**config.mk**
```make
export PLATFORM = sky130hd
export DESIGN_NAME = alu_serial_seq
export DESIGN_NICKNAME = d
export VERILOG_FILES = /design/src/rtl/alu_pkg.sv /design/src/rtl/alu_bit_slice.sv /design/src/rtl/alu_serial_seq.sv
export SDC_FILE = /design/constraint.sdc
export NUM_CORES = 1
export LEC_CHECK = 0
export CAP_MARGIN = 20
export CORE_MARGIN = 4
export CORE_UTILIZATION = 45
export CTS_CLUSTER_SIZE = 25
export DETAILED_ROUTE_END_ITERATION = 10
export PLACE_DENSITY = 0.83
export SLEW_MARGIN = 20
export SYNTH_ARGS = -nofsm -noshare
export SYNTH_HDL_FRONTEND = slang
export SYNTH_SLANG_ARGS = --single-unit
```
**constraint.sdc**
```tcl
create_clock -name clk -period 3.25 [get_ports clk]
set_input_delay 0.8125 -clock clk [delete_from_list [all_inputs] [get_ports clk]]
set_output_delay 0.8125 -clock clk [all_outputs]
set_load 0.02 [all_outputs]
```
**src/rtl/alu_pkg.sv**
```systemverilog
// Shared definitions for the bit-serial ALU sequencer: op encodings and FSM states.
package alu_pkg;

  localparam logic [1:0] OP_AND = 2'b00;
  localparam logic [1:0] OP_OR  = 2'b01;
  localparam logic [1:0] OP_ADD = 2'b10;
  localparam logic [1:0] OP_SLT = 2'b11;

  typedef enum logic [1:0] {
    ST_IDLE = 2'b00,
    ST_RUN  = 2'b01,
    ST_DONE = 2'b10
  } state_t;

endpackage

```
**src/rtl/alu_bit_slice.sv**
```systemverilog
// One-bit ALU slice: AND / OR / full-add with optional B inversion and a 4:1
// result select. Purely combinational; the sequencer reuses it once per bit.
module alu_bit_slice
  import alu_pkg::*;
(
  input  logic       i_a,
  input  logic       i_b,
  input  logic       i_cin,
  input  logic       i_b_inv,
  input  logic       i_less,
  input  logic [1:0] i_op,
  output logic       o_result,
  output logic       o_cout,
  output logic       o_sum
);

  logic w_b;

  assign w_b    = i_b ^ i_b_inv;
  assign o_sum  = i_a ^ w_b ^ i_cin;
  assign o_cout = (i_a & w_b) | (i_cin & (i_a ^ w_b));

  // Select the slice output for the requested operation
  always_comb begin
    o_result = 1'b0;
    case (i_op)
      OP_AND:  o_result = i_a & w_b;
      OP_OR:   o_result = i_a | w_b;
      OP_ADD:  o_result = o_sum;
      default: o_result = i_less;
    endcase
  end

endmodule

```
**src/rtl/alu_serial_seq.sv**
```systemverilog
// Bit-serial ALU sequencer: evaluates one WIDTH-bit operation LSB first through
// a single alu_bit_slice, one bit per clock, then presents the word on a
// valid/ready handshake. Optional macro ALU_SERIAL_OVF_EN enables signed
// overflow detection and overflow-corrected set-less-than.
module alu_serial_seq
  import alu_pkg::*;
#(
  parameter int WIDTH = 32
) (
  input  logic             clk,
  input  logic             reset,
  input  logic             start_valid,
  output logic             start_ready,
  input  logic [WIDTH-1:0] a,
  input  logic [WIDTH-1:0] b,
  input  logic [1:0]       alu_op,
  input  logic             b_negate,
  output logic [WIDTH-1:0] result,
  output logic             zero,
  output logic             overflow,
  output logic             res_valid,
  input  logic             res_ready,
  output logic             busy
);

  localparam int              CNT_W    = $clog2(WIDTH);
  localparam logic [CNT_W-1:0] LAST_BIT = CNT_W'(WIDTH - 1);

  state_t           r_state;
  logic [WIDTH-1:0] r_a_sh;
  logic [WIDTH-1:0] r_b_sh;
  logic [WIDTH-1:0] r_res_sh;
  logic [WIDTH-1:0] r_result;
  logic [CNT_W-1:0] r_cnt;
  logic [1:0]       r_op;
  logic             r_neg;
  logic             r_carry;
  logic             r_zero;
  logic             r_ovf;

  logic             w_res;
  logic             w_cout;
  logic             w_sum;
  logic             w_ovf;
  logic             w_less;
  logic [WIDTH-1:0] w_final_sh;
  logic [WIDTH-1:0] w_final;

  alu_bit_slice u_slice (
    .i_a      (r_a_sh[0]),
    .i_b      (r_b_sh[0]),
    .i_cin    (r_carry),
    .i_b_inv  (r_neg),
    .i_less   (1'b0),
    .i_op     (r_op),
    .o_result (w_res),
    .o_cout   (w_cout),
    .o_sum    (w_sum)
  );

  // Result word as it will look once the current slice bit is shifted in.
  // The shift operator keeps every bit of the register in use.
  assign w_final_sh = {w_res, {(WIDTH-1){1'b0}}} | (r_res_sh >> 1);

  // During the MSB pass the carry flop holds the MSB carry-in, so overflow
  // and SLT are resolved from it and the slice outputs in the same cycle.
`ifdef ALU_SERIAL_OVF_EN
  assign w_ovf  = r_op[1] & (r_carry ^ w_cout);
  assign w_less = w_sum ^ w_ovf;
`else
  assign w_ovf  = 1'b0;
  assign w_less = w_sum;
`endif

  assign w_final = (r_op == OP_SLT) ? {{(WIDTH-1){1'b0}}, w_less} : w_final_sh;

  assign start_ready = (r_state == ST_IDLE);
  assign busy        = (r_state != ST_IDLE);
  assign res_valid   = (r_state == ST_DONE);
  assign result      = r_result;
  assign zero        = r_zero;
  assign overflow    = r_ovf;

  // Sequencer FSM: accept operands, step one bit per cycle, hold result until taken
  always_ff @(posedge clk) begin
    if (reset) begin
      r_state  <= ST_IDLE;
      r_a_sh   <= '0;
      r_b_sh   <= '0;
      r_res_sh <= '0;
      r_cnt    <= '0;
      r_op     <= OP_AND;
      r_neg    <= 1'b0;
      r_carry  <= 1'b0;
      r_result <= '0;
      r_zero   <= 1'b0;
      r_ovf    <= 1'b0;
    end else begin
      case (r_state)
        ST_IDLE: begin
          if (start_valid) begin
            r_a_sh   <= a;
            r_b_sh   <= b;
            r_res_sh <= '0;
            r_op     <= alu_op;
            r_neg    <= (alu_op == OP_SLT) ? 1'b1 : b_negate;
            r_carry  <= (alu_op == OP_SLT) ? 1'b1 : b_negate;
            r_cnt    <= '0;
            r_state  <= ST_RUN;
          end
        end
        ST_RUN: begin
          r_a_sh   <= r_a_sh >> 1;
          r_b_sh   <= r_b_sh >> 1;
          r_res_sh <= w_final_sh;
          r_carry  <= w_cout;
          r_cnt    <= r_cnt + CNT_W'(1);
          if (r_cnt == LAST_BIT) begin
            r_result <= w_final;
            r_zero   <= (w_final == '0);
            r_ovf    <= w_ovf;
            r_state  <= ST_DONE;
          end
        end
        ST_DONE: begin
          if (res_ready) begin
            r_state <= ST_IDLE;
          end
        end
        default: r_state <= ST_IDLE;
      endcase
    end
  end

endmodule

```
Word-level counts from Yosys, hierarchy flattened

Index checks and enable logic that the tools add are counted.

Input port bits: 71
Output and inout port bits: 37
Logic and storage cells: 55
Register bits: 140

Muxes and demuxes: 17
Bitwise operators: 8
$add $sub $neg: 1
Reduce and logical (&&, ||, !) cells: 9
Equality and inequality tests: 10

Operator list:

| operator              | number |
|---|---|
| $pmux W32 S2          | 3 |
| $mux W32              | 4 |
| $logic_not A32 Y1     | 1 |
| $or A32 B31 Y32       | 1 |
| $pmux W5 S2           | 1 |
| $eq A2 B2 Y1 const B  | 4 |
| $mux W2               | 3 |
| $pmux W2 S3           | 1 |
| $reduce_and A2 Y1     | 3 |
| $add A5 B1 Y5 const B | 1 |
| $eq A5 B5 Y1 const B  | 1 |
| $mux W5               | 1 |
| $eq A2 B1 Y1 const B  | 2 |
| $logic_not A2 Y1      | 2 |
| $ne A2 B2 Y1 const B  | 2 |
| $reduce_bool A2 Y1    | 2 |
| $pmux W1 S3           | 1 |
| $reduce_and A3 Y1     | 1 |
| $xor A1 B1 Y1         | 3 |
| $and A1 B1 Y1         | 2 |
| $mux W1               | 2 |
| $ne A2 B1 Y1 const B  | 1 |
| $or A1 B1 Y1          | 2 |
| $pmux W1 S2           | 1 |

Longest topological paths before layout

Gate-level depths: netlist of the first run.

Depth after elaboration: 7
Mapped depth: 8
Mapped depth without buffers: 7

Modules after synthesis

Synthesis of the first run repeated with hierarchy kept, for this count alone.

Cells, all modules: 688
Area, all modules: 5690.5 sq um

Modules (own cells, without submodules):

| module         | instances | sequential area each (sq um) | cells each | area an instance (sq um) |
|---|---|---|---|---|
| alu_serial_seq | 1         | 2782.7                       | 677        | 5591.6 |
| alu_bit_slice  | 1         | 0.0                          | 11         | 98.8 |

Worst setup path after synthesis of the first run

No wires, ideal clock.

Path type: flip-flop to flip-flop
From: register r_b_sh[0]
To: register r_zero (netlist: zero)
Required time: 3.175 ns
Library setup time: 0.075 ns
Period minus slack after synthesis: 1.887 ns
Arrival: 1.812 ns
Path slack: 1.363 ns
Path buffers: 0
Stages on the path, launching flop included: 7
Cell sequence: dfxtp_1 xor2_1 fa_1 nand3b_1 o31ai_1 or4_1 o21ai_0

Cells in the longest elaborated chain, start to end: 7
Elaborated cells between the ends (all ways): 9
Classes of those cells: 2 x mux; 6 x bitwise; 1 x reduce/logical

RTL lines:

| what                       | RTL line              | RTL |
|---|---|---|
| start, declared            | alu_serial_seq.sv:31  | `logic [WIDTH-1:0] r_b_sh;` |
| start signal, assigned     | alu_serial_seq.sv:114 | `r_b_sh <= r_b_sh >> 1;` |
| $xor A1 B1 Y1 (*)          | alu_bit_slice.sv:19   | `assign w_b = i_b ^ i_b_inv;` |
| $xor A1 B1 Y1 (2 in a row) | alu_bit_slice.sv:20   | `assign o_sum = i_a ^ w_b ^ i_cin;` |
| $pmux W1 S3                | alu_bit_slice.sv:26   | `case (i_op)` |
| $or A32 B31 Y32            | alu_serial_seq.sv:63  | `assign w_final_sh = {w_res, {(WIDTH-1){1'b0}}} \| (r_res_sh >> 1);` |
| $mux W32 (*)               | alu_serial_seq.sv:75  | `assign w_final = (r_op == OP_SLT) ? {{(WIDTH-1){1'b0}}, w_less} : w_final_sh;` |
| $logic_not A32 Y1 (*)      | alu_serial_seq.sv:120 | `r_zero <= (w_final == '0);` |
| end signal, assigned       | alu_serial_seq.sv:120 |  |
| end, declared              | alu_serial_seq.sv:38  | `logic r_zero;` |

Mark *: on every way between the ends. The rest lies on a longest branch, timed or not.
A chain may end at the register's enable or synchronous reset.

Worst setup path in the final report of the first run

From: register r_state[0]
To: output port start_ready

Cells in the longest elaborated chain, start to end: 1

RTL lines:

| what                   | RTL line              | RTL |
|---|---|---|
| start, declared        | alu_serial_seq.sv:29  | `state_t r_state;` |
| start signal, assigned | alu_serial_seq.sv:87  | `r_state <= ST_IDLE;` |
| start signal, assigned | alu_serial_seq.sv:109 | `r_state <= ST_RUN;` |
| start signal, assigned | alu_serial_seq.sv:122 | `r_state <= ST_DONE;` |
| $logic_not A2 Y1       | alu_serial_seq.sv:77  | `assign start_ready = (r_state == ST_IDLE);` |
| end, declared          | alu_serial_seq.sv:13  | `output logic start_ready,` |

Every way passes these cells.

==> results of run 1 <==
Yosys cell counts (4+ instances only):
| master | count | area share (%) |
|---|---|---|
| nor4_1 | 23 | 2.5 |
| buf_6 | 5 | 0.98 |
| dfxtp_1 | 139 | 49 |
| a22oi_1 | 19 | 2.5 |
| clkbuf_1 | 16 | 1.0 |
| nor2_1 | 139 | 9.1 |
| buf_2 | 29 | 2.5 |
| ha_1 | 4 | 0.87 |
| buf_4 | 7 | 0.92 |
| nor4_2 | 27 | 5.9 |
| nand2_1 | 96 | 6.3 |
| nand3_1 | 66 | 5.8 |
| a21oi_1 | 91 | 8.0 |
flip-flops by register name (all words and copies together) (netlist names):
name / flops
r_b_sh: 32
r_res_sh: 31
zero: 1
r_carry: 1
r_cnt: 5
r_neg: 1
r_op: 2
result: 32
r_a_sh: 32
r_state: 2
layer usage:
metal  GRT usage [%]  routed length [µm]
met5               0                   0
met3           5.753                 771
met1           23.72                6131
met2           28.89                6335
met4           6.657                 196
power groups by stage:
stage	clock network (µW)	registers, µW	logic [µW]
finish	1970	1840	442
floorplan	0	1860	318
CTS	1990	1830	445
global route	2060	1840	491
global placement	0	1870	433
detailed placement	0	1870	440
layout make-up:
| cell class | instances | share of cell area, % |
|---|---|---|
| flip-flops and latches | 139 | 37.75 |
| clock inverters | 12 | 1.969 |
| well taps | 168 | 2.851 |
| multi-input cells | 497 | 35.40 |
| repair buffers | 116 | 15.55 |
| clock buffers | 20 | 6.331 |
| inverters | 3 | 0.1527 |
logic make-up (layout without fill, tap and decap cells):
logic type,count (synthesis),count (layout),synth area share [%]
simple gates,372,372,32.49
flops,139,139,48.59
compound gates,117,117,11.41
buf+inv,63,151,5.877
fa+ha+maj,5,5,1.224
other cells,1,1,0.06548
xor+xnor,1,1,0.1530
mux,1,1,0.1966
worst max-delay path: stages, from the launching register on:
cell,delay (ns)
dfxtp_1,0.40
or2_2,0.33
inv_1,0.06
clkdlybuf4s50_1,0.59
through the flow:
stage	hold slack, ns	utilization (%)	cells	worst slack (ns)
2_1_floorplan	0.4368	-	699	1.363
3_3_place_gp	0.4395	55.36	923	0.5537
3_5_place_dp	0.4427	55.36	923	0.4801
4_1_cts	0.4501	60.37	955	0.6217
5_1_grt	0.4716	60.37	955	0.5727
6_report	0.4473	60.37	955	0.6484
path summary, 6_finish.rpt:
path	to	slack [ns]	depth (start not counted)
worst max-delay path	start_ready	0.65	3
worst min register to register	result[10]	0.45	2
worst max register to register	result[2]	1.13	7
worst min-delay path	result[10]	0.45	2
==> tab_implementation.tex, run 1 <==
\begin{tabular}{lr}
\hline
Metric & Value \\
\hline
\multicolumn{2}{l}{\textbf{Finish}} \\
Ant. Diodes & 0 \\
Leading cell types in the layout, fill and taps excluded & 139 x nor2\_1, 139 x dfxtp\_1, 105 x clkdlybuf4s50\_1 \\
Design area & 7372 µm² \\
Count of fill cells added during filler insertion & 1101 \\
Growth of design area from synthesis to finish & 28.73\% \\
Seq. cell area & 2783 µm² \\
Footprint of the multi-input gates & 2610 µm² \\
Share of layout cells above drive strength 1 & 9.911\% \\
Number of nets at the end of the flow & 850 \\
\multicolumn{2}{l}{\textbf{Timing}} \\
Unrepaired setup endpoints after global routing & no \\
Number of failing setup endpoints in the final timing report & 0 \\
Skew final & 0.008452 ns \\
Pins Over Slew Limit & 0 \\
Setup TNS & 0 ns \\
Maximum frequency from static timing analysis & 384.4 MHz \\
Relative slew margins & 52.51\% \\
Final hold violation count & 0 \\
Worst Tran Pin Value & 0.7124 ns \\
Share of the clock period used by the worst path & 80.05\% \\
Post-layout min period & 2.602 ns \\
\multicolumn{2}{l}{\textbf{Clock tree}} \\
Depth of the CTS H-tree & 4 \\
Worst-Skew Late Latency & 0.42 ns \\
Clock tree root driver cell & clkbuf\_16 \\
Worst-path clk slew & 0.06 ns \\
Number of buffers added to fix hold violations after cts & 0 \\
Total clock buffers created by CTS & 17 \\
Clock tree sinks & 139 \\
Maximum root-to-sink buffer count & 2 \\
Post-CTS Resized & 0 \\
TritonCTS clock tree & built \\
Setup bufs post-CTS & 0 \\
\multicolumn{2}{l}{\textbf{Yosys}} \\
EDFF count, synth & 0 \\
Primary flip-flop cell chosen by synthesis mapping & dfxtp\_1 \\
Synth Net Count & 775 \\
Async set-reset flop share out of synthesis & 0\% \\
Synth Area per Inst & 8.193 µm² \\
Cell Area, Synth & 5727 µm² \\
Syn. warnings & 0 \\
Synthesis-stage register bit count & 139 \\
Sequential share of the synthesized area & 48.59\% \\
Number of standard cells after synthesis & 699 \\
Distinct cell type count of the synthesized netlist & 40 \\
\multicolumn{2}{l}{\textbf{Power}} \\
Proportion of power drawn by flip-flops and latches & 43.2\% \\
Combinational share of power & 10.4\% \\
Post-route total power & 4244 µW \\
Cell leakage power & 0.002658 µW \\
Part of the total power dissipated in the clock network & 46.3\% \\
Power per Cell Area & 575.7 nW/µm² \\
Switching power as a share of total power & 23.76\% \\
Sw power & 1008 µW \\
Cell internal pwr & 3236 µW \\
Maximum VDD drop & 0.4102 mV \\
\multicolumn{2}{l}{\textbf{Global routing}} \\
Antenna violations before repair & 0 \\
GRT Overall Usage & 18.35\% \\
Grt total ovfl & 0 \\
Via count of the first global-routing pass & 4666 \\
Wire length of the first global-routing pass & 21750 µm \\
Maximum number of pins on one net before global-route repair & 140 \\
\multicolumn{2}{l}{\textbf{Run}} \\
Maximum Capacitance Violations & 0 \\
\multicolumn{2}{l}{\textbf{Detailed routing}} \\
Routed wire length & 13430 µm \\
Antenna-violating nets left & 0 \\
Mean routed wirelength per cell & 14.07 µm \\
Routed via count divided by cell count & 5.281 \\
DRC viols & 0 \\
Violation count after the first detailed-route iteration & 536 \\
Via Count & 5043 \\
Drt first pass iters & 5 \\
\multicolumn{2}{l}{\textbf{Die}} \\
Die outline area & 14600 µm² \\
I/O pin total & 108 \\
Starting density of the core & 46.90\% \\
Core area & 12210 µm² \\
Die span in y & 120.8 µm \\
Die width & 120.8 µm \\
FP Rows & 40 \\
\multicolumn{2}{l}{\textbf{Worst setup path}} \\
Type of the setup path with the least slack & register to output pin \\
Signal arrival time at the worst endpoint & 1.79 ns \\
Reg-to-reg critical path startpoint & r\_cnt[0] \\
Top fanout value on the critical path & 8 \\
Kind of launch point of the worst setup path & register \\
Required time reported for the critical path endpoint & 2.44 ns \\
Setup crit start & r\_state[0] \\
Crit end category & output pin \\
\multicolumn{2}{l}{\textbf{Placement}} \\
Final Wtd Congestion & 0.7555 \\
DPL Wire Length & 8440 µm \\
Area post-placement & 6760 µm² \\
Count of input and output buffers & 106 \\
\multicolumn{2}{l}{\textbf{Worst hold path}} \\
Hold WC Path Type & register to register \\
Startpoint of the tightest hold check path & result[10] \\
\multicolumn{2}{l}{\textbf{Status}} \\
Outcome & completed \\
\hline
\end{tabular}
No activity file was read; power rests on OpenSTA's default activity.
==> run 2, diff against run 1 <==
- clock period: 3.25 -> 2.56 ns (I/O delays scaled with it)
==> run 2 against run 1 <==
Setup slack worse by 0.53 ns. Clock power is 37% higher. Critical path type unchanged. Critical endpoint unchanged. Global-route usage grew 0.15 points. Sequential share of layout area is 0.31 points lower. Clock skew about the same. Die area unchanged. Worst hold slack better by 0.0018 ns. Routed wire length fell by 2.4%. Final area rose by 0.83%.
==> tab_implementation.tex, run 2 (synthesis gave the netlist of run 1 again) <==
\begin{tabular}{lr}
\hline
Metric & Value \\
\hline
\multicolumn{2}{l}{\textbf{Status}} \\
Outcome & completed \\
\multicolumn{2}{l}{\textbf{Worst setup path}} \\
Slowest-stage cell, CP & clkdlybuf4s50\_1 \\
Signal arrival time at the worst endpoint & 1.80 ns \\
Cell family contributing the most delay on the critical path & buffers and inverters \\
Buf/Inv on CP & 2 \\
Maximum cell stage delay along the critical path & 0.59 ns \\
Required time reported for the critical path endpoint & 1.92 ns \\
Crit end category & output pin \\
Type of the setup path with the least slack & register to output pin \\
Kind of launch point of the worst setup path & register \\
Cell-by-cell trace of the critical path & or2\_2, inv\_1, clkdlybuf4s50\_1 \\
Top fanout value on the critical path & 8 \\
\multicolumn{2}{l}{\textbf{Timing}} \\
Final hold violation count & 0 \\
Maximum frequency from static timing analysis & 409.5 MHz \\
Share of the clock period used by the worst path & 95.38\% \\
Skew final & 0.008684 ns \\
Pins Over Slew Limit & 0 \\
Setup TNS & 0 ns \\
Unrepaired setup endpoints after global routing & no \\
Setup WS post-layout & 0.1182 ns \\
Relative slew margins & 56.06\% \\
Post-layout min period & 2.442 ns \\
Number of failing setup endpoints in the final timing report & 0 \\
Worst Tran Pin Value & 0.6591 ns \\
\multicolumn{2}{l}{\textbf{Power}} \\
Maximum VDD drop & 0.4353 mV \\
Cell leakage power & 0.002678 µW \\
Power per Cell Area & 749.8 nW/µm² \\
\multicolumn{2}{l}{\textbf{Detailed routing}} \\
Drt first pass iters & 5 \\
Routed wire length & 13120 µm \\
Routed via count divided by cell count & 5.251 \\
Via Count & 5025 \\
Antenna-violating nets left & 0 \\
Mean routed wirelength per cell & 13.71 µm \\
DRC viols & 0 \\
Violation count after the first detailed-route iteration & 474 \\
\multicolumn{2}{l}{\textbf{Clock tree}} \\
Worst-Skew Late Latency & 0.41 ns \\
Worst-path clk slew & 0.06 ns \\
Clock tree root driver cell & clkbuf\_16 \\
Setup bufs post-CTS & 0 \\
TritonCTS clock tree & built \\
Post-CTS Resized & 0 \\
Clock tree sinks & 139 \\
Depth of the CTS H-tree & 4 \\
Maximum root-to-sink buffer count & 2 \\
Total clock buffers created by CTS & 17 \\
Number of buffers added to fix hold violations after cts & 0 \\
\multicolumn{2}{l}{\textbf{Placement}} \\
Pre-CTS setup slack & 0.2273 ns \\
Count of input and output buffers & 106 \\
Area post-placement & 6775 µm² \\
Final Wtd Congestion & 0.7607 \\
DPL Wire Length & 8309 µm \\
Cells after DPL & 925 \\
\multicolumn{2}{l}{\textbf{Finish}} \\
Design area & 7433 µm² \\
Count of fill cells added during filler insertion & 1071 \\
Leading cell types in the layout, fill and taps excluded & 139 x nor2\_1, 139 x dfxtp\_1, 105 x clkdlybuf4s50\_1 \\
Number of nets at the end of the flow & 852 \\
Share of layout cells above drive strength 1 & 10.14\% \\
Ant. Diodes & 0 \\
Count of placed standard cells in the final layout, fillers left out & 957 \\
Growth of design area from synthesis to finish & 29.80\% \\
\multicolumn{2}{l}{\textbf{Die}} \\
Die span in y & 120.8 µm \\
Core area & 12210 µm² \\
I/O pin total & 108 \\
Die outline area & 14600 µm² \\
FP Rows & 40 \\
Starting density of the core & 46.90\% \\
Die width & 120.8 µm \\
\multicolumn{2}{l}{\textbf{Global routing}} \\
Via count of the first global-routing pass & 4713 \\
Maximum number of pins on one net before global-route repair & 140 \\
Wire length of the first global-routing pass & 22090 µm \\
Antenna violations before repair & 0 \\
GRT Overall Usage & 18.50\% \\
Grt total ovfl & 0 \\
\multicolumn{2}{l}{\textbf{Run}} \\
Maximum Capacitance Violations & 0 \\
\multicolumn{2}{l}{\textbf{Worst hold path}} \\
Hold WC Path Type & register to register \\
\hline
\end{tabular}
run 2: cell count changes in the layout (fill, tap and decap cells not counted), sizes merged:
cell      delta
buf          +2
bufinv       +2
clkbuf       -2
clkinv       -2
clkinvlp     +1
inv          +1
run 2: power by group:
part | switching (µW) | internal [µW] | leakage (µW) | total, µW
clock network | 930 | 1760 | 0.000316 | 2690
registers | 61.4 | 2270 | 0.00113 | 2330
logic | 317 | 237 | 0.00123 | 554
run 2: final cells by class:
cell class	instances	area (µm²)	area share (%)
well taps	168	210.2	2.828
multi-input cells	497	2610	35.11
inverters	3	11.26	0.1515
clock buffers	18	439.2	5.908
repair buffers	118	1161	15.62
flip-flops and latches	139	2783	37.43
clock inverters	14	219.0	2.946
run 2: final timing paths:
| check | from | end | slack [ns] | cells past startpoint |
|---|---|---|---|---|
| max | r_state[0] | start_ready | 0.12 | 3 |
| min | result[1] | result[1] | 0.45 | 2 |
| min reg2reg | result[1] | result[1] | 0.45 | 2 |
| max reg2reg | r_b_sh[0] | zero | 0.43 | 6 |
run 2: stage by stage:
| stage | hold slack (ns) | power, µW | utilization [%] |
|---|---|---|---|
| final | 0.4491 | 5574 | 60.87 |
| after global routing | 0.4704 | 5796 | 60.87 |
| after CTS | 0.4522 | 5627 | 60.87 |
| after detailed placement | 0.4456 | 2931 | 55.48 |
| after global placement | 0.4382 | 2920 | 55.48 |
| after floorplan | 0.4368 | 2763 | - |
run 2: metal layers:
| metal | GRT usage [%] | vias to the layer above | wire [µm] |
|---|---|---|---|
| li1 | - | 2544 | - |
| met4 | 7.295 | 0 | 174 |
| met1 | 24.03 | 2343 | 5787 |
| met3 | 5.332 | 15 | 783 |
| met2 | 29.03 | 123 | 6371 |
| met5 | 0 | - | 0 |
run 2: worst reg2reg max path, stage by stage (launching register included):
cell and delay, ns:
dfxtp_1 0.36, xor2_1 0.30, fa_1 0.53, nand3b_1 0.12
o31ai_1 0.12, or4_1 0.53, o21ai_0 0.09
